[src/rtl/adc_emu_pkg.sv]
// -----------------------------------------------------------------------------
// adc_emu_pkg
// Shared definitions for the ADC response emulator: bus widths, the sequencer
// state encoding and the channel-legality helper.
// -----------------------------------------------------------------------------
package adc_emu_pkg;

   localparam int CH_W   = 5;
   localparam int DATA_W = 12;

   typedef enum logic [1:0] {
      IDLE    = 2'd0,
      CONVERT = 2'd1,
      RESPOND = 2'd2
   } state_e;

   // Channels are numbered 1..num_ch; channel 0 and anything above num_ch
   // are not backed by a table entry.
   function automatic logic ch_valid(input logic [CH_W-1:0] ch, input int num_ch);
      return (ch != '0) && (int'(ch) <= num_ch);
   endfunction

endpackage

[src/rtl/adc_emu_sample_table.sv]
// -----------------------------------------------------------------------------
// adc_emu_sample_table
// Per-channel sample register file (NUM_CH entries of DATA_W bits).
//
// Ports:
//   Clk, reset_n   clock, asynchronous active-low reset (entries -> RESET_SAMPLE)
//   wr_en          synchronous write strobe
//   wr_channel     write channel (1..NUM_CH; others ignored)
//   wr_data        write value
//   smp_en         latch strobe: capture the entry of smp_channel into smp_data
//   smp_channel    channel being sampled (illegal channels read as zero)
//   ramp_en        bit k: advance entry k+1 by RAMP_STEP after it is sampled
//   smp_data       value captured on the last smp_en edge
// -----------------------------------------------------------------------------
module adc_emu_sample_table
   import adc_emu_pkg::*;
#(
   parameter int                NUM_CH       = 8,
   parameter int                RAMP_STEP    = 16,
   parameter logic [DATA_W-1:0] RESET_SAMPLE = 12'h800
) (
   input  logic              Clk,
   input  logic              reset_n,
   input  logic              wr_en,
   input  logic [CH_W-1:0]   wr_channel,
   input  logic [DATA_W-1:0] wr_data,
   input  logic              smp_en,
   input  logic [CH_W-1:0]   smp_channel,
   input  logic [NUM_CH-1:0] ramp_en,
   output logic [DATA_W-1:0] smp_data
);

   logic [DATA_W-1:0] mem [NUM_CH];
   logic [DATA_W-1:0] rd_value;
   logic [NUM_CH-1:0] wr_hit;
   logic [NUM_CH-1:0] ramp_hit;

   // Channel decode. Entry k holds channel k+1, so channel 0 and channels
   // above NUM_CH never match and read back as zero.
   always_comb begin
      // NOTE: every output of this block gets a default first so no path
      // leaves it unassigned, which would otherwise infer a latch.
      rd_value = '0;
      wr_hit   = '0;
      ramp_hit = '0;
      for (int k = 0; k < NUM_CH; k++) begin
         if (smp_channel == CH_W'(k + 1)) begin
            rd_value = mem[k];
         end
         wr_hit[k]   = wr_en && (wr_channel == CH_W'(k + 1));
         ramp_hit[k] = smp_en && ramp_en[k] && (smp_channel == CH_W'(k + 1));
      end
   end

   // NOTE: the table is a handful of flops, not a RAM macro, and must come out
   // of reset holding RESET_SAMPLE, so every entry is cleared in the reset branch.
   always_ff @(posedge Clk or negedge reset_n) begin
      if (!reset_n) begin
         for (int k = 0; k < NUM_CH; k++) begin
            mem[k] <= RESET_SAMPLE;
         end
         smp_data <= '0;
      end else begin
         // NOTE: non-blocking assignments mean the sample below sees the
         // pre-edge entry even when a write or ramp lands on the same edge.
         for (int k = 0; k < NUM_CH; k++) begin
            // A host write overrides the ramp advance of the same entry.
            if (wr_hit[k]) begin
               mem[k] <= wr_data;
            end else if (ramp_hit[k]) begin
               mem[k] <= mem[k] + DATA_W'(RAMP_STEP);
            end
         end
         if (smp_en) begin
            smp_data <= rd_value;
         end
      end
   end

endmodule

[src/rtl/adc_response_emulator.sv]
// -----------------------------------------------------------------------------
// adc_response_emulator
// Responder end of the ADC command/response Avalon-ST link. Each accepted
// command returns one response beat CONV_CYCLES edges later carrying the
// current table value for that channel.
//
// Ports:
//   Clk, reset_n                 clock, asynchronous active-low reset
//   command_valid/channel        command request (sop/eop inputs are ignored)
//   command_ready                command taken on valid && ready
//   response_valid               one-cycle beat, no backpressure
//   response_channel/data        channel echo and 12-bit sample (held between beats)
//   response_startofpacket/eop   both equal response_valid
//   wr_en/wr_channel/wr_data     sample table write port
//   ramp_en                      bit k ramps channel k+1 after each of its samples
//   clr_bad                      clears bad_channel (wins over a same-cycle set)
//   bad_channel                  sticky: an illegal channel was accepted
//   sample_count                 number of response beats, wraps at 16 bits
//
// Timing for an accept on edge 0: CONVERT for CONV_CYCLES-1 cycles, the table
// is sampled (and ramped) on edge CONV_CYCLES-1 as the RESPOND state is
// entered, and the beat is registered out on edge CONV_CYCLES. A new command
// may be accepted during RESPOND, giving one beat every CONV_CYCLES cycles.
// -----------------------------------------------------------------------------
module adc_response_emulator
   import adc_emu_pkg::*;
#(
   parameter int                CONV_CYCLES  = 50,
   parameter int                NUM_CH       = 8,
   parameter int                RAMP_STEP    = 16,
   parameter logic [DATA_W-1:0] RESET_SAMPLE = 12'h800
) (
   input  logic              Clk,
   input  logic              reset_n,
   input  logic              command_valid,
   input  logic [CH_W-1:0]   command_channel,
   input  logic              command_startofpacket,
   input  logic              command_endofpacket,
   output logic              command_ready,
   output logic              response_valid,
   output logic [CH_W-1:0]   response_channel,
   output logic [DATA_W-1:0] response_data,
   output logic              response_startofpacket,
   output logic              response_endofpacket,
   input  logic              wr_en,
   input  logic [CH_W-1:0]   wr_channel,
   input  logic [DATA_W-1:0] wr_data,
   input  logic [NUM_CH-1:0] ramp_en,
   input  logic              clr_bad,
   output logic              bad_channel,
   output logic [15:0]       sample_count
);

   // Counter only ever holds CONV_CYCLES-1 down to 1.
   localparam int CNT_W = $clog2(CONV_CYCLES);

   state_e            state_q;
   state_e            state_d;
   logic [CNT_W-1:0]  cnt_q;
   logic [CH_W-1:0]   ch_q;
   logic              run_q;
   logic              accept;
   logic              smp_en;
   logic [DATA_W-1:0] smp_data;

   // Packet framing on the command side carries no information here.
   logic unused_sop_eop;
   assign unused_sop_eop = &{1'b0, command_startofpacket, command_endofpacket};

   // ---------------------------------------------------------------------------
   // Sequencer FSM
   // ---------------------------------------------------------------------------
   always_comb begin
      state_d       = state_q;
      command_ready = 1'b0;
      case (state_q)
         IDLE: begin
            command_ready = run_q;
            if (command_valid && run_q) begin
               state_d = CONVERT;
            end
         end
         CONVERT: begin
            if (cnt_q == CNT_W'(1)) begin
               state_d = RESPOND;
            end
         end
         RESPOND: begin
            command_ready = run_q;
            state_d       = (command_valid && run_q) ? CONVERT : IDLE;
         end
         default: state_d = IDLE;
      endcase
   end

   assign accept = command_valid && command_ready;
   // Last CONVERT cycle: the edge ending it enters RESPOND and samples the table.
   assign smp_en = (state_q == CONVERT) && (cnt_q == CNT_W'(1));

   // run_q keeps command_ready low while reset is asserted and for the first
   // cycle after release, even though the state register already reads IDLE.
   always_ff @(posedge Clk or negedge reset_n) begin
      if (!reset_n) begin
         state_q <= IDLE;
         run_q   <= 1'b0;
      end else begin
         state_q <= state_d;
         run_q   <= 1'b1;
      end
   end

   always_ff @(posedge Clk or negedge reset_n) begin
      if (!reset_n) begin
         cnt_q <= '0;
         ch_q  <= '0;
      end else if (accept) begin
         cnt_q <= CNT_W'(CONV_CYCLES - 1);
         ch_q  <= command_channel;
      end else if (state_q == CONVERT) begin
         cnt_q <= cnt_q - CNT_W'(1);
      end
   end

   // ---------------------------------------------------------------------------
   // Sample table
   // ---------------------------------------------------------------------------
   adc_emu_sample_table #(
      .NUM_CH       (NUM_CH),
      .RAMP_STEP    (RAMP_STEP),
      .RESET_SAMPLE (RESET_SAMPLE)
   ) u_table (
      .Clk         (Clk),
      .reset_n     (reset_n),
      .wr_en       (wr_en),
      .wr_channel  (wr_channel),
      .wr_data     (wr_data),
      .smp_en      (smp_en),
      .smp_channel (ch_q),
      .ramp_en     (ramp_en),
      .smp_data    (smp_data)
   );

   // ---------------------------------------------------------------------------
   // Response beat, flags and beat counter
   // ---------------------------------------------------------------------------
   // The beat is registered as RESPOND is left; channel and data keep their
   // last values between beats. ch_q may be reloaded by a back-to-back accept
   // on this same edge, but the beat takes the value it held during RESPOND.
   always_ff @(posedge Clk or negedge reset_n) begin
      if (!reset_n) begin
         response_valid   <= 1'b0;
         response_channel <= '0;
         response_data    <= '0;
         sample_count     <= '0;
         bad_channel      <= 1'b0;
      end else begin
         response_valid <= (state_q == RESPOND);
         if (state_q == RESPOND) begin
            response_channel <= ch_q;
            response_data    <= smp_data;
            sample_count     <= sample_count + 16'd1;
         end
         if (clr_bad) begin
            bad_channel <= 1'b0;
         end else if (accept && !ch_valid(command_channel, NUM_CH)) begin
            bad_channel <= 1'b1;
         end
      end
   end

   assign response_startofpacket = response_valid;
   assign response_endofpacket   = response_valid;

endmodule

[config.mk]
export PLATFORM = sky130hd
export DESIGN_NAME = adc_response_emulator
export DESIGN_NICKNAME = d
export VERILOG_FILES = /design/src/rtl/adc_emu_pkg.sv /design/src/rtl/adc_emu_sample_table.sv /design/src/rtl/adc_response_emulator.sv
export SDC_FILE = /design/constraint.sdc
export NUM_CORES = 1
export LEC_CHECK = 0
export CORE_AREA = 2 2 160 123
export DETAILED_ROUTE_END_ITERATION = 7
export DIE_AREA = 0 0 162 125
export GPL_ROUTABILITY_DRIVEN = 1
export PLACE_DENSITY_LB_ADDON = 0.1
export REMOVE_ABC_BUFFERS = 1
export SLEW_MARGIN = 30
export SYNTH_ARGS = -nofsm -noshare
export SYNTH_HDL_FRONTEND = slang
export SYNTH_SLANG_ARGS = --single-unit
[constraint.sdc]
create_clock -name Clk -period 2.1 [get_ports Clk]
set_clock_uncertainty 0.05 [all_clocks]
set_input_delay 0.42 -clock Clk [delete_from_list [all_inputs] [get_ports Clk]]
set_output_delay 0.42 -clock Clk [all_outputs]
set_load 0.02 [all_outputs]
# After elaboration in Yosys (flattened, before gate mapping)
# Cells that the tools add are included.
# totals
reg_bits	157
in_bits	37
out_inout_bits	38
# op_classes
n_addsub	10
order_cmp	1
n_eq_ne	21
muxes	33
n_reduce_logical	44
# ops
operator	n
12-bit 2-to-1 mux	24
12-bit by 5-bit adder with 12-bit output (second input constant)	8
5-bit by 3-bit == test with 1-bit output (second input constant)	8
1-bit logical AND	29
5-bit by 2-bit == test with 1-bit output (second input constant)	4
2-bit nonzero test	10
16-bit by 1-bit adder with 16-bit output (second input constant)	1
6-bit 2-to-1 mux	2
5-bit by 1-bit == test with 1-bit output (second input constant)	2
5-bit by 4-bit == test with 1-bit output (second input constant)	2
6-bit by 1-bit == test with 1-bit output (second input constant)	1
2-bit case mux with 3 select lines	1
6-bit by 1-bit subtractor with 6-bit output (second input constant)	1
5-bit by 4-bit less-or-equal comparator with 1-bit output (second input constant)	1
5-bit nonzero test	1
1-bit 2-to-1 mux	4
2-bit 2-to-1 mux	2
2-bit by 1-bit == test with 1-bit output (second input constant)	1
2-bit == test (second input constant)	1
2-bit logical NOT	1
2-bit by 1-bit inequality test with 1-bit output (second input constant)	1
2-bit inequality test (second input constant)	1
2-bit AND reduction	1
2-bit OR reduction	1
1-bit logical NOT	1

# Logic depth before layout (Yosys ltp)
# Gate-level depths: netlist of run 1.
# depth
word_depth	9
ltp_mapped	8

# By module
# A second synthesis of run 1 with hierarchy kept.
# hier_totals
cells_unflattened	853
area_unflattened_um2	8176.6
# by_module_without_submodules
mod	instances	cells_each	area_each_um2
adc_emu_sample_table	1	650	6139.6
adc_response_emulator	1	203	2037.0

# Worst setup path after synthesis of run 1
# OpenSTA, ideal clock, no wires.
# synth_timing
path_type	flip-flop to flip-flop
from	register cnt_q[1]
to	register u_table.mem[65] (netlist bit)
setup_time_ns	0.125
arrival_time_ns	1.971
required_ns	1.925
path_slack_ns	-0.046
stages_incl_launch_ff	8
n_path_buf	1
cell_sequence	dfrtp_1 -> inv_1 -> ha_1 -> nand4bb_1 -> clkbuf_1 -> nor4_4 -> mux2_2 -> mux2_2
# synth_via
elab_chain_len	5
# synth_lines
element	line	source
start, declared	adc_response_emulator.sv:59	logic [CNT_W-1:0] cnt_q;
start signal, assigned	adc_response_emulator.sv:117	cnt_q <= CNT_W'(CONV_CYCLES - 1);
start signal, assigned	adc_response_emulator.sv:120	cnt_q <= cnt_q - CNT_W'(1);
6-bit by 1-bit == test with 1-bit output	adc_response_emulator.sv:98	assign smp_en = (state_q == CONVERT) && (cnt_q == CNT_W'(1));
1-bit logical AND	adc_response_emulator.sv:98	
1-bit logical AND (2 in a row)	adc_emu_sample_table.sv:51	ramp_hit[k] = smp_en && ramp_en[k] && (smp_channel == CH_W'(k + 1));
2-bit nonzero test (no source line)	--	
end signal, assigned by index	adc_emu_sample_table.sv:69	mem[k] <= wr_data;
end signal, assigned by index	adc_emu_sample_table.sv:71	mem[k] <= mem[k] + DATA_W'(RAMP_STEP);
end, declared	adc_emu_sample_table.sv:33	logic [DATA_W-1:0] mem [NUM_CH];
# No other way between the ends.
# A chain may end at the register's enable or synchronous reset.

# Worst setup path after layout of run 1
# layout_timing
from	register ch_q[3]
to	register u_table.mem[32] (netlist bit)
# layout_via
elab_chain_len	3
# layout_lines
element	line	source
start, declared	adc_response_emulator.sv:60	logic [CH_W-1:0] ch_q;
start signal, assigned	adc_response_emulator.sv:118	ch_q <= command_channel;
5-bit by 3-bit == test with 1-bit output	adc_emu_sample_table.sv:51	
1-bit logical AND	adc_emu_sample_table.sv:51	
2-bit nonzero test (no source line)	--	
# No other way between the ends.

==> results of run 1 <==
-- cells in the mapped netlist, drive strengths merged (2+ instances only) --
master / instances / share of area [%]
and2: 6 / 0.45
dfrtp: 149 / 45
buf: 14 / 0.97
a221oi: 7 / 0.74
nor3: 17 / 1.0
o22a: 5 / 0.53
a22o: 3 / 0.32
and4: 2 / 0.21
o22ai: 10 / 0.76
clkbuf: 41 / 2.0
nand3b: 3 / 0.27
and3: 13 / 0.98
nand4: 25 / 1.9
nand3: 34 / 2.1
inv: 17 / 0.77
a21o: 4 / 0.36
or4: 2 / 0.23
or3: 4 / 0.30
dfstp: 8 / 2.5
a31oi: 4 / 0.30
nand2b: 6 / 0.45
nor3b: 6 / 0.55
nand2: 123 / 5.6
xor2: 32 / 3.4
a22oi: 7 / 0.64
nor2: 80 / 3.6
a21oi: 73 / 4.4
nor2b: 11 / 0.83
or4b: 2 / 0.24
nor4: 16 / 1.9
xnor2: 41 / 4.3
o21ai: 39 / 2.4
mux2i: 13 / 1.6
ha: 11 / 1.7
o2bb2ai: 2 / 0.21
mux2: 35 / 4.8
-- state kept, by name (all words and copies together) (netlist names) --
name,cells
response_endofpacket,1
u_table.smp_data,12
bad_channel,1
cnt_q,6
run_q,1
state_q,2
response_data,12
response_channel,5
ch_q,5
u_table.mem,96
sample_count,16
-- how the worst max path moves through the flow --
stage | slack (ns) | depth (start not counted) | start | endpoint
floorplan | -0.41 | 5 | ch_q[0]$_DFFE_PN0P_ | u_table.smp_data[9]$_DFFE_PN0N_
global placement | -0.14 | 7 | cnt_q[2]$_DFFE_PN0P_ | u_table.mem[22]$_DFFE_PN0P_
detailed placement | -0.13 | 6 | ramp_en[4] | u_table.mem[47]$_DFFE_PN1P_
CTS | -0.04 | 8 | ch_q[3]$_DFFE_PN0P_ | u_table.mem[56]$_DFFE_PN0P_
global route | -0.09 | 9 | ch_q[3]$_DFFE_PN0P_ | u_table.mem[32]$_DFFE_PN0P_
finish | 0.005 | 9 | ch_q[3]$_DFFE_PN0P_ | u_table.mem[32]$_DFFE_PN0P_
-- power groups by stage --
stage               Sequential (uW)  Combinational (uW)  Clock, uW
global route                   3970                1240       3490
global placement               3920                1020          0
floorplan                      3790                 692          0
CTS                            3890                1090       3370
finish                         3910                1110       3330
detailed placement             3940                1060          0
-- stage by stage --
stage	util, %	setup slack (ns)	total power [uW]	cells	hold WS [ns]
after floorplan	-	-0.4077	4479	824	0.07441
after global placement	52.39	-0.1357	4943	1238	0.2666
after detailed placement	52.39	-0.1306	5007	1238	0.2644
after CTS	56.65	-0.03743	8355	1277	0.3701
after global routing	57.56	-0.09280	8701	1284	0.3987
final	57.56	0.004658	8362	1284	0.3716
-- final cells by class --
class                   count  area (um2)
fillers                  1651        7991
clock buffers              17       425.4
multi-input cells         650        4202
well taps                 253       316.6
clock inverters            15       200.2
inverters                  17       63.81
flip-flops and latches    157        3941
repair buffers            175        1688
-- kinds of logic after synthesis --
group | count (synthesis)
AOI/OAI and AO/OA | 162
xor gates and xnor gates | 73
adders and majority gates | 11
buffers and inverters | 72
DFF | 157
muxes | 48
other | 1
and+or+nand+nor | 355
-- layer usage --
metal	track usage, %	share of wire [%]
met3	4.844	6.4
met4	6.195	1.9
met1	35.83	45
met5	0	0
met2	38.42	46
-- what timing repair did --
item / in CTS / in global routing
pin swaps: 11 / 15
setup endpoints to repair: 31 / 56
hold endpoints to repair: 19 / 0
hold buffers: 1 / 0
buffers inserted: 6 / 7
gates cloned: 0 / 0
resized for setup: 30 / 28
==> reports/qor.txt, run 1 <==
Top FF cell, synth = dfrtp_1
DR pass1 iterations = 5
Clk pwr share = 39.9%
Asr flop ratio synth = 100.0%
Sw Share = 29.00%
Clk_lat worst skew = 0.44 ns
Syn-to-layout area delta = 31.17%
Starting Density = 43.88%
Post-route setup TNS = 0 ns
CP Capture Type = flip-flop
Status = completed
YS warnings = 0
Worst path cell trace = buf_6 > or3_4 > buf_6 > buf_12 > nor4_4 > buf_6 > nand4_1 > xor2_1 > a21oi_1
Most used cell, CP = buf_6
Int Power = 5937 uW
Synth Cell Area = 8262 um2
Initial antenna violation count = 0
PortBufs = 72
Sequential element share of the synthesized area = 47.68%
Fmax = 0.4772 GHz
Vias per cell = 5.533
Placeable Area = 18830 um2
WL/cell = 19.09 um
Main combinational cell family by area after synthesis = simple AND/OR/NAND/NOR gates
Routed WL = 24510 um
CP top delay family = simple AND/OR/NAND/NOR gates
Psw = 2425 uW
Total clock sinks = 157
GR Util All Layers = 24.76%
Root Buffer = clkbuf_16
Simple-gate share of the synthesized area = 21.34%
Startpoint Class = flip-flop
Die height = 125 um
R2R cell count = 9
Fin. Hold Viols = 0
Worst-margin pin slew = 0.6028 ns
CTS clk-pin slew, worst paths = 0.07 ns
Kind of critical path = reg2reg
Clock Path Buffers = 2
Synth Area in Adders = 1.666%
RSZ-0062 raised after global routing = yes
Post-route cell area = 10840 um2
Cell Rows = 44
Commonest non-fill, non-tap cells in the layout = 147 x dfrtp_1, 121 x nand2_1, 79 x nor2_1, 79 x buf_4, 71 x a21oi_1
Setup violators final = 0
Sequential share of power = 46.8%
Via count = 7104
Drt first-iter violations = 819
R2r setup slk = 0.005 ns
First-pass GRT wire length = 38850 um
Number of max-cap violations = 0
Tcrit/Tclk final = 99.78%
Post-Synth XOR/XNOR Area = 7.739%
Final ANT Viol Nets = 0
DP HPWL = 17440 um
Number of remaining DRC errors = 0
Post-layout net count = 1066
Most common cell after layout, fill and taps aside = dfrtp_1
WP data arrival = 2.36 ns
Syn avg cell area = 9.399 um2
TritonCTS clock tree = done
Antenna diode count = 0
Reg2reg start = ch_q[3]$_DFFE_PN0P_
Crit-path max FO = 8
Total CTS buffers = 17
Data required, critical path = 2.36 ns
Buf+Inv Stages, Crit Path = 4
Die Area = 20250 um2
Worst hold path class = in2async
Largest net degree at the start of global routing = 42
Largest stage delay on the critical path = 0.45 ns
Total gr overflow = 0
GPL Wtd Cong = 0.9498
Mux share of post-synthesis cell area = 6.346%
VDD IR max = 0.4931 mV
Synth Area in Compound Gates = 11.49%
Critical R2R Capture = u_table.mem[32]$_DFFE_PN0P_
Cells after synthesis = 879
Area after DPL = 9864 um2
Fraction of layout cells with a size suffix above 1 = 21.14%
Slowest-stage cell, CP = dfrtp_2
Die W = 162 um
Minimum clock period after layout = 2.095 ns
CTS H-tree lvls = 4
Part of the power in combinational logic = 13.3%
PwrDens = 771.7 nW/um2
Netlist cell types = 60
Number of global-route vias before repair = 7073
P_leak = 0.004767 uW
EDFF count, synth = 0
IO Pins = 75
Slew Viols, Final = 0
Rel. slew slack = 59.69%
Synthesized flop and latch total = 157
No activity file was read; power rests on OpenSTA's default activity.
==> run 2: changes to the inputs <==
--- a/config.mk
+++ b/config.mk
@@ -5,9 +5,9 @@
 export SDC_FILE = /design/constraint.sdc
 export NUM_CORES = 1
 export LEC_CHECK = 0
-export CORE_AREA = 2 2 160 123
+export CORE_AREA = 5 5 163 126
 export DETAILED_ROUTE_END_ITERATION = 7
-export DIE_AREA = 0 0 162 125
+export DIE_AREA = 0 0 168 131
 export GPL_ROUTABILITY_DRIVEN = 1
 export PLACE_DENSITY_LB_ADDON = 0.1
 export REMOVE_ABC_BUFFERS = 1
==> reports/qor.txt, run 2 (same netlist as run 1, synthesis figures left out) <==
Setup violators final = 2 (+2)
Total gr overflow = 0 (unchanged)
Largest Register = u_table.mem
VDD IR max = 0.4928 mV (about the same)
Fraction of layout cells with a size suffix above 1 = 20.72% (-0.43 points)
Worst hold path class = reg2reg
Final std cells w/o fill = 1286 (+0.16%)
Final ANT Viol Nets = 0 (unchanged)
WHS = 0.4266 ns (+0.05506 ns)
Largest stage delay on the critical path = 0.61 ns (+0.16 ns)
WL/cell = 18.76 um (-1.7%)
Antenna diode count = 0 (unchanged)
Placeable Area = 18880 um2 (+0.29%)
Startpoint Class = flip-flop
Routed WL = 24130 um (-1.5%)
Failing checks = setup timing
CTS H-tree lvls = 4 (unchanged)
Die W = 168 um (+3.7%)
DP Worst Slack = -0.09848 ns (+0.03209 ns)
Fill cells = 1632 (-1.2%)
Number of remaining DRC errors = 0 (unchanged)
Fmax = 0.4743 GHz (-0.61%)
CP Capture Type = flip-flop
Die Area = 22010 um2 (+8.7%)
Worst path cell trace = or3b_4 > or4_4 > nor4_4 > xnor2_2 > o21ai_2
Root Buffer = clkbuf_16
Data required, critical path = 2.41 ns (+0.05 ns)
Rel. slew slack = 60.79% (+1.1 points)
PortBufs = 72 (unchanged)
Kind of critical path = reg2reg
DP HPWL = 17210 um (-1.3%)
Starting Density = 43.75% (-0.13 points)
CP top delay family = simple AND/OR/NAND/NOR gates
Die height = 131 um (+4.8%)
Worst Slack Setup Final = -0.008150 ns (-0.01281 ns)
Tcrit/Tclk final = 100.4% (+0.61 points)
Via count = 7052 (-0.73%)
GR Util All Layers = 22.38% (-2.4 points)
Largest net degree at the start of global routing = 52 (+24%)
GPL Wtd Cong = 0.9098 (-4.2%)
Slew Viols, Final = 0 (unchanged)
Total clock sinks = 157 (unchanged)
Cell Rows = 44 (unchanged)
Total CTS buffers = 17 (unchanged)
RSZ-0062 raised after global routing = yes
Post-layout net count = 1068 (+0.19%)
DR pass1 iterations = 5 (unchanged)
Largest registers = u_table.mem (96), sample_count (16)
Syn-to-layout area delta = 30.47%
Clk_lat worst skew = 0.43 ns (about the same)
PwrDens = 748.5 nW/um2 (-3.0%)
Number of flip-flops in the largest register = 96 (unchanged)
Number of max-cap violations = 0 (unchanged)
Status = finished, violations left
TritonCTS clock tree = done
Fin. Hold Viols = 0 (unchanged)
Vias per cell = 5.484 (-0.89%)
P_leak = 0.004765 uW (about the same)
Most common cell after layout, fill and taps aside = dfrtp_1
Slowest-stage cell, CP = or4_4
First-pass GRT wire length = 38230 um (-1.6%)
Number of global-route vias before repair = 7043 (-0.42%)
PnR Total Power = 8068 uW (-3.5%)
Commonest non-fill, non-tap cells in the layout = 147 x dfrtp_1, 122 x nand2_1, 83 x buf_4
Minimum clock period after layout = 2.108 ns (+0.01281 ns)
Inst Count DP = 1244 (+0.48%)
CTS clk-pin slew, worst paths = 0.07 ns (about the same)
Drt first-iter violations = 656 (-20%)
Worst-margin pin slew = 0.5863 ns (-0.01654 ns)
IO Pins = 75 (unchanged)
Post-route setup TNS = -0.01416 ns (-0.01416 ns)
Buf+Inv Stages, Crit Path = 0 (-4)
WP data arrival = 2.42 ns (+0.06 ns)
Initial antenna violation count = 0 (unchanged)
Crit-path max FO = 6 (-2)
Clock Path Buffers = 2 (unchanged)
==> run 2: cell count changes in the layout (fill, tap and decap cells not counted), moves of 3 or more <==
cell	delta
buf_6	-3
buf_4	+4
nor3_1	+3
nor3_2	-4
==> run 2: per-layer routing <==
metal / part of all wire (%) / global-route usage (%)
met2: 44 / 34.58
met1: 47 / 31.90
met4: 2.1 / 7.156
met5: 0 / 0
met3: 6.6 / 4.541
==> run 2: worst reg2reg max path, cell delays in order, from the launching register on <==
cell and delay, ns:
dfrtp_2 0.45, or3b_4 0.44, or4_4 0.61, nor4_4 0.28, xnor2_2 0.16, o21ai_2 0.06
==> run 2: through the flow <==
step | instance area (um2) | utilization (%)
6_report | 10780 | 57.08
5_1_grt | 10780 | 57.08
4_1_cts | 10570 | 55.97
3_5_place_dp | 9922 | 52.54
3_3_place_gp | 9922 | 52.54
2_1_floorplan | 8020 | -
==> run 2: repair_timing <==
item / CTS / global route
gates cloned: 0 / 1
setup buffers: 2 / 6
gates resized for setup: 11 / 39
hold endpoints to repair: 41 / 0
endpoints found under the setup margin: 29 / 51
pin swaps: 2 / 14
hold buffers: 1 / 0
==> run 2: final cells by class <==
type	instances	area (um2)	area share [%]
timing repair buffer	177	1709	15.86
sequential	157	3941	36.56
inverter	17	66.31	0.6152
clock inverter	15	151.4	1.405
tap	253	316.6	2.937
multi-input combinational	650	4169	38.68
clock buffer	17	425.4	3.947
==> run 2: worst paths after layout <==
kind | from | end | slack, ns | depth (start not counted)
max | ch_q[4]$_DFFE_PN0P_ | u_table.mem[23]$_DFFE_PN1P_ | -0.008 | 5
min | sample_count[15]$_DFFE_PN0P_ | sample_count[15]$_DFFE_PN0P_ | 0.43 | 1
max reg2reg | ch_q[4]$_DFFE_PN0P_ | u_table.mem[23]$_DFFE_PN1P_ | -0.008 | 5
min reg2reg | sample_count[15]$_DFFE_PN0P_ | sample_count[15]$_DFFE_PN0P_ | 0.43 | 1
max in group asynchronous | reset_n | u_table.mem[11]$_DFFE_PN1P_ | 0.87 | 3
min in group asynchronous | reset_n | u_table.mem[52]$_DFFE_PN0P_ | 0.48 | 2
==> run 2: power by group <==
group / internal (uW) / switching [uW]
combinational: 577 / 534
clock: 1670 / 1380
sequential: 3450 / 456
